`src/rtl/clk_dvdr_pkg.sv`:
```
// Shared constants and helpers for the multi-channel clock divider.
// Default half-period gives 1 Hz from a 40 MHz clk_in.
package clk_dvdr_pkg;

    localparam int CNT_W_DEFAULT        = 26;
    localparam int DEFAULT_HALF_1HZ_40M = 19_999_999;

    // Channel-select width that stays at least one bit for a single channel.
    function automatic int ch_width(input int num_ch);
        return (num_ch <= 1) ? 1 : $clog2(num_ch);
    endfunction

endpackage

```
`src/rtl/clk_dvdr_chan.sv`:
```
// One divider channel: free-running count against an active half-period,
// with a shadow half-period that is only adopted at wrap, align or disable.
module clk_dvdr_chan
    import clk_dvdr_pkg::*;
#(
    parameter int               CNT_W        = CNT_W_DEFAULT,
    parameter logic [CNT_W-1:0] DEFAULT_HALF = CNT_W'(DEFAULT_HALF_1HZ_40M)
) (
    input  logic             clk_in,
    input  logic             rst_n,
    input  logic             en,
    input  logic             align,
    input  logic             wr,
    input  logic [CNT_W-1:0] wr_half,
    output logic             divided_clk,
    output logic             tick
);

    logic [CNT_W-1:0] cnt_reg, cnt_next;
    logic [CNT_W-1:0] active_half_reg, active_half_next;
    logic [CNT_W-1:0] shadow_half_reg, shadow_half_next;
    logic             shadow_pend_reg, shadow_pend_next;
    logic             level_reg, level_next;
    logic             tick_reg, tick_next;

    always_ff @(posedge clk_in or negedge rst_n) begin
        if (!rst_n) begin
            cnt_reg         <= '0;
            active_half_reg <= DEFAULT_HALF;
            shadow_half_reg <= DEFAULT_HALF;
            shadow_pend_reg <= 1'b0;
            level_reg       <= 1'b0;
            tick_reg        <= 1'b0;
        end else begin
            cnt_reg         <= cnt_next;
            active_half_reg <= active_half_next;
            shadow_half_reg <= shadow_half_next;
            shadow_pend_reg <= shadow_pend_next;
            level_reg       <= level_next;
            tick_reg        <= tick_next;
        end
    end

    always_comb begin
        cnt_next         = cnt_reg;
        active_half_next = active_half_reg;
        shadow_half_next = shadow_half_reg;
        shadow_pend_next = shadow_pend_reg;
        level_next       = level_reg;
        tick_next        = 1'b0;

        if (align || !en) begin
            cnt_next   = '0;
            level_next = 1'b0;
            if (shadow_pend_reg) begin
                active_half_next = shadow_half_reg;
                shadow_pend_next = 1'b0;
            end
        end else if (cnt_reg == active_half_reg) begin
            cnt_next   = '0;
            level_next = ~level_reg;
            tick_next  = 1'b1;
            if (shadow_pend_reg) begin
                active_half_next = shadow_half_reg;
                shadow_pend_next = 1'b0;
            end
        end else begin
            cnt_next = cnt_reg + CNT_W'(1);
        end

        // A write in the same cycle as an apply lands after it: the old shadow is
        // consumed and the new value waits for the following wrap.
        if (wr) begin
            shadow_half_next = wr_half;
            shadow_pend_next = 1'b1;
        end
    end

    assign divided_clk = level_reg;
    assign tick        = tick_reg;

endmodule

```
`src/rtl/multi_clk_dvdr.sv`:
```
// Multi-channel programmable clock divider: config decode, error strobe and
// NUM_CH independent divider channels.
module multi_clk_dvdr
    import clk_dvdr_pkg::*;
#(
    parameter int NUM_CH       = 4,
    parameter int CNT_W        = CNT_W_DEFAULT,
    parameter int DEFAULT_HALF = DEFAULT_HALF_1HZ_40M,
    parameter int CH_W         = ch_width(NUM_CH)
) (
    input  logic              clk_in,
    input  logic              rst_n,
    input  logic [NUM_CH-1:0] ch_en,
    input  logic              align,
    input  logic              cfg_we,
    input  logic [CH_W-1:0]   cfg_ch,
    input  logic [CNT_W-1:0]  cfg_half,
    output logic              cfg_err,
    output logic [NUM_CH-1:0] divided_clk,
    output logic [NUM_CH-1:0] tick
);

    // One extra bit so NUM_CH itself is representable when it is a power of two.
    localparam logic [CH_W:0] NUM_CH_EXT = (CH_W + 1)'(NUM_CH);

    logic cfg_err_reg;
    logic ch_invalid;

    assign ch_invalid = ({1'b0, cfg_ch} >= NUM_CH_EXT);

    always_ff @(posedge clk_in or negedge rst_n) begin
        if (!rst_n) begin
            cfg_err_reg <= 1'b0;
        end else begin
            cfg_err_reg <= cfg_we && ch_invalid;
        end
    end

    assign cfg_err = cfg_err_reg;

    generate
        for (genvar gi = 0; gi < NUM_CH; gi++) begin : g_chan
            logic wr;
            assign wr = cfg_we && (cfg_ch == CH_W'(gi));

            clk_dvdr_chan #(
                .CNT_W        (CNT_W),
                .DEFAULT_HALF (CNT_W'(DEFAULT_HALF))
            ) u_chan (
                .clk_in      (clk_in),
                .rst_n       (rst_n),
                .en          (ch_en[gi]),
                .align       (align),
                .wr          (wr),
                .wr_half     (cfg_half),
                .divided_clk (divided_clk[gi]),
                .tick        (tick[gi])
            );
        end
    endgenerate

endmodule

```
`config.mk`:
```
export PLATFORM = sky130hd
export DESIGN_NAME = multi_clk_dvdr
export DESIGN_NICKNAME = d
export VERILOG_FILES = /design/src/rtl/clk_dvdr_pkg.sv /design/src/rtl/clk_dvdr_chan.sv /design/src/rtl/multi_clk_dvdr.sv
export SDC_FILE = /design/constraint.sdc
export NUM_CORES = 1
export LEC_CHECK = 0
export CORE_ASPECT_RATIO = 1.75
export CORE_MARGIN = 2
export CORE_UTILIZATION = 44
export CTS_BUF_LIST = sky130_fd_sc_hd__clkbuf_8
export DETAILED_ROUTE_END_ITERATION = 16
export PLACE_DENSITY = 0.59
export RECOVER_POWER = 25
export SYNTH_ARGS = -nofsm -noshare
export SYNTH_HDL_FRONTEND = slang
export SYNTH_SLANG_ARGS = --single-unit
```
`constraint.sdc`:
```
create_clock -name clk_in -period 2.6 [get_ports clk_in]
set_input_delay 0.52 -clock clk_in [delete_from_list [all_inputs] [get_ports clk_in]]
set_output_delay 0.52 -clock clk_in [all_outputs]
set_load 0.1 [all_outputs]
```
# [Word level (Yosys, flattened, before mapping)]
# Index checks and enable logic that the tools add are counted.
[op_classes] n_eq_ne=7 bitwise_logic=4 addsub=4 muxes=48 reduce_logical=21
[ops] cell="$mux 26" n=20
[ops] cell="$add 26x1->26 const B" n=4
[ops] cell="$eq 26x26->1" n=4
[ops] cell="$mux 1" n=28
[ops] cell="$reduce_bool 3->1" n=4
[ops] cell="$reduce_bool 2->1" n=4
[ops] cell="$eq 2x2->1 const B" n=2
[ops] cell="$logic_and 1x1->1" n=4
[ops] cell="$logic_not 1->1" n=4
[ops] cell="$logic_or 1x1->1" n=4
[ops] cell="$not 1->1" n=4
[ops] cell="$eq 2x1->1 const B" n=1
[ops] cell="$logic_not 2->1" n=1
[totals] in_bits=36 register_bits=324 out_inout_bits=9 word_cells=108

# [Longest topological paths before layout]
[depth] depth_word=4 depth_mapped=8 ltp_nobuf=6

# [Hierarchy]
# A second synthesis with hierarchy kept.
[hier_totals] cells_unflattened=1142 area_unflattened_um2=14993.1
[modules_own_cells] mod="clk_dvdr_chan" cells_each=284 seq_area_each_um2=2064.5 area_per_inst_um2=3736.1 n_inst=4
[modules_own_cells] mod="multi_clk_dvdr" cells_each=6 seq_area_each_um2=0.0 area_per_inst_um2=48.8 n_inst=1

# [Worst setup path before layout]
# No wires, ideal clock.
[synth_timing] path_kind="reg2reg" from="reg g_chan[0].u_chan.active_half_reg[16]" to="reg g_chan[0].u_chan.active_half_reg[12]" setup_time_ns=0.125 slack_ns=0.602 path_stages_with_launch=7 n_path_buf=1 t_required_ns=2.475 period_less_slack_ns=1.998 arrival_ns=1.873 path_cell_list="dfstp_2 -> xnor2_1 -> nand4_1 -> nor4_4 -> a41oi_4 -> buf_6 -> mux2_4"
[synth_between] elab_chain_cells=2
[synth_lines] item="start: declaration" line="clk_dvdr_chan.sv:20" text="logic [CNT_W-1:0] active_half_reg, active_half_next;"
[synth_lines] item="start signal: assignment" line="clk_dvdr_chan.sv:36" text="active_half_reg <= active_half_next;"
[synth_lines] item="$eq 26x26->1" line="clk_dvdr_chan.sv:59" text="end else if (cnt_reg == active_half_reg) begin"
[synth_lines] item="$reduce_bool 2->1 (no source line)"
# Every way passes these cells.
# A chain may end at the register's enable or synchronous reset.

# [Worst setup path in the final report]
[layout_timing] from="reg g_chan[2].u_chan.cnt_reg[17]" to="reg g_chan[2].u_chan.active_half_reg[23]"
[layout_between] elab_chain_cells=2
[layout_lines] item="start: declaration" line="clk_dvdr_chan.sv:19" text="logic [CNT_W-1:0] cnt_reg, cnt_next;"
[layout_lines] item="start signal: assignment" line="clk_dvdr_chan.sv:35" text="cnt_reg <= cnt_next;"
[layout_lines] item="$eq 26x26->1" line="clk_dvdr_chan.sv:59"
[layout_lines] item="$reduce_bool 2->1 (no source line)"
[layout_lines] item="end signal: assignment" line="clk_dvdr_chan.sv:36"
[layout_lines] item="end: declaration" line="clk_dvdr_chan.sv:20"
# Every way passes these cells.

==> impl_metrics.yaml <==
critical_path:
  cp_max_fo: 26
  cp_cell_sequence: "xnor2_1 -> nand4_1 -> nor4_4 -> a41oi_4 -> buf_12 -> mux2_4"
  required_ns: 3.06
  slowest_delay_ns: 0.47
  critPathBufInv: 1
  cpLargestDelayFamily: "simple AND/OR/NAND/NOR gates"
  cp.arrival_ns: 2.70
  criticalPathCategory: "reg2reg"
  start_kind: "flip-flop"
  cp-end-kind: "flip-flop"
  crit_path_top_delay_cell: "nor4_4"
floorplan:
  initial_core_util: 0.446
  rows: 89
  core-area_um2: 33700
  fp.dieH_um: 249
  io_pins: 45
  dieArea_um2: 35800
  fp.dieW_um: 144
timing:
  min_period_ns: 2.23
  slew_viol_final: 0
  timing_hold_violations_final: 0
  setup_violations: 0
  timing.final.ws_setup_ns: 0.366
  timing.fmax_ghz: 0.448
  relSlewSlack: 0.259
  tightest_slew_ns: 1.11
  final.setup_skew_ns: 0.0170
  rsz0062_at_grt: "false"
  tns_ns: 0
  finalCritPeriodShare: 0.859
yosys:
  synth-edff-count: 0
  syn_area_um2: 15100
  yosys_most_used_dff: "dfrtp_1"
  ys_warn_count: 0
  async_flop_share: 1.00
  synth_top_cell_by_area: "dfrtp_1"
  post-synth-top-count-cell: "dfrtp_1"
  ys_seq_area_frac: 0.549
  synthDistinctLibCells: 37
  syn_avg_cell_area_um2: 12.9
  syn_inst: 1167
  ys_ff_latch: 324
  yosysTopAreaCellShare: 0.339
  syn_nets: 1211
  ys_top_cells_by_count: "dfrtp_1, mux2_2, nor2_1"
  synth.area.top_cells: "dfrtp_1, dfstp_2, mux2_2"
power_and_ir_drop:
  p_switching_mw: 3.53
  internal-power_mw: 10.2
  power_leakage_nw: 7.11
  p_total_mw: 13.7
  combPwrFrac: 0.168
  switching_share: 0.257
  clkPwrFrac: 0.317
  p_per_area_nw_per_um2: 804
  p_seq_frac: 0.515
  ir_worst_vdd_mv: 0.332
routing:
  drtAntennaViolNets: 0
  wire_per_inst_um: 18.9
  first_pass_iters: 4
  drt_iter0_markers: 293
  drc: 0
  wirelength_um: 32800
  via_per_inst: 5.08
  vias: 8821
grt:
  grt_pass1_wl_um: 52500
  antenna_found_initial: 1
  grt_max_degree: 77
  grt_pass1_vias: 9155
  track_usage: 0.192
  grt_overflow: 0
placed_design:
  place.gp.congestion: 0.793
  portBuffers: 43
  place_hpwl_um: 23400
  place_ws_ns: 0.0356
outcome:
  outcome: "completed"
clocking:
  numCtsBuffers: 47
  root_buffer: "clkbuf_8"
  htreeDepth: 2
  post_cts_buffers: 0
  clk_pin_slew_worst_paths_ns: 0.07
  cts-resized-gates: 0
  cts.sink_count: 324
  cts_hold_buf: 1
  clock_path_buffers: 3
  cts_tree: "yes"
  clk_latency_ns: 0.59
cells_and_area:
  finish.utilization: 0.506
  fin_nets: 1287
  drive_above_1_share: 0.361
  area_delta_synth_final_pct: 13.5
  fill_cells: 2978
job:
  cap_violations: 0
min_path:
  worstHoldPathType: "in2async"
-- layer usage --
layer | GRT usage | wire length, um | vias up | part of all wire
met1 | 0.236 | 13300 | 4459 | 0.41
met5 | 0 | 0 | - | 0
met3 | 0.0273 | 931 | 64 | 0.028
met2 | 0.336 | 17300 | 135 | 0.53
met4 | 0.0756 | 1220 | 0 | 0.037
li1 | - | - | 4163 | -
-- placed cells by master, fill, tap and decap left out, drive strengths merged, types with 2 or more instances in the layout --
| master | netlist | layout |
|---|---|---|
| and4 | 10 | 10 |
| nor4 | 17 | 17 |
| buf | 37 | 36 |
| xor2 | 80 | 80 |
| nor3 | 8 | 8 |
| ha | 8 | 8 |
| nor3b | 2 | 2 |
| a41oi | 4 | 4 |
| a31o | 4 | 4 |
| nand3b | 2 | 2 |
| and2 | 4 | 4 |
| nand3 | 43 | 43 |
| dfstp | 120 | 120 |
| clkdlybuf4s50 | 0 | 34 |
| bufinv | 0 | 2 |
| xnor2 | 120 | 120 |
| nand2b | 4 | 4 |
| and3 | 15 | 15 |
| inv | 18 | 37 |
| mux2 | 212 | 212 |
| nand2 | 37 | 37 |
| dfrtp | 204 | 204 |
| clkbuf | 15 | 72 |
| nand4 | 54 | 54 |
| clkinv | 0 | 2 |
| o21ai | 3 | 3 |
| nor2 | 141 | 141 |
-- cell type report --
class | instances | area (um2) | area share
Antenna cell | 1 | 2.50 | 0.000146
Clock buffer | 64 | 881 | 0.0516
Clock inverter | 23 | 141 | 0.00828
Inverter | 18 | 67.6 | 0.00395
Multi-Input combinational cell | 773 | 6400 | 0.375
Sequential cell | 324 | 8260 | 0.483
Tap cell | 455 | 569 | 0.0333
Timing Repair Buffer | 79 | 763 | 0.0447
-- stage by stage --
stage	instances	hold slack (ns)	instance area [um2]
floorplan	1167	0.224	15100
global placement	1648	0.485	16100
detailed placement	1648	0.491	16100
CTS	1736	0.500	17200
global route	1737	0.523	17100
finish	1737	0.497	17100
-- power groups by stage --
stage | clock [mW] | sequential [mW] | combinational, mW
after global placement | 0 | 7.16 | 2.30
after global routing | 4.71 | 7.22 | 2.51
final | 4.35 | 7.07 | 2.31
after floorplan | 0 | 6.89 | 1.86
after detailed placement | 0 | 7.18 | 2.37
after CTS | 4.51 | 7.10 | 2.38
-- cells by family after synthesis --
kind of cell | synth area share
adders and majority gates | 0.00665
AOI/OAI and AO/OA | 0.0111
and+or+nand+nor | 0.117
buffers and inverters | 0.0264
DFF | 0.549
muxes | 0.174
xor gates and xnor gates | 0.116
other | 0.000249
-- worst paths after layout --
path | start | end | slack (ns) | cells past startpoint
max | g_chan[2].u_chan.cnt_reg[17] | g_chan[2].u_chan.active_half_reg[23] | 0.37 | 6
min | rst_n | g_chan[1].u_chan.shadow_half_reg[9] | 0.50 | 2
max reg2reg | g_chan[2].u_chan.cnt_reg[17] | g_chan[2].u_chan.active_half_reg[23] | 0.37 | 6
min reg2reg | g_chan[0].u_chan.shadow_half_reg[9] | g_chan[0].u_chan.active_half_reg[9] | 0.50 | 1
max in group asynchronous | rst_n | g_chan[2].u_chan.cnt_reg[9] | 0.61 | 3
min in group clk_in | g_chan[0].u_chan.shadow_half_reg[9] | g_chan[0].u_chan.active_half_reg[9] | 0.50 | 1
-- worst register-to-register path: stages (launching register included) --
cell,delay [ns]
dfrtp_1,0.45
xnor2_1,0.25
nand4_1,0.21
nor4_4,0.47
a41oi_4,0.19
buf_12,0.21
mux2_4,0.33
Note: power is estimated with default switching activity, not from simulation.
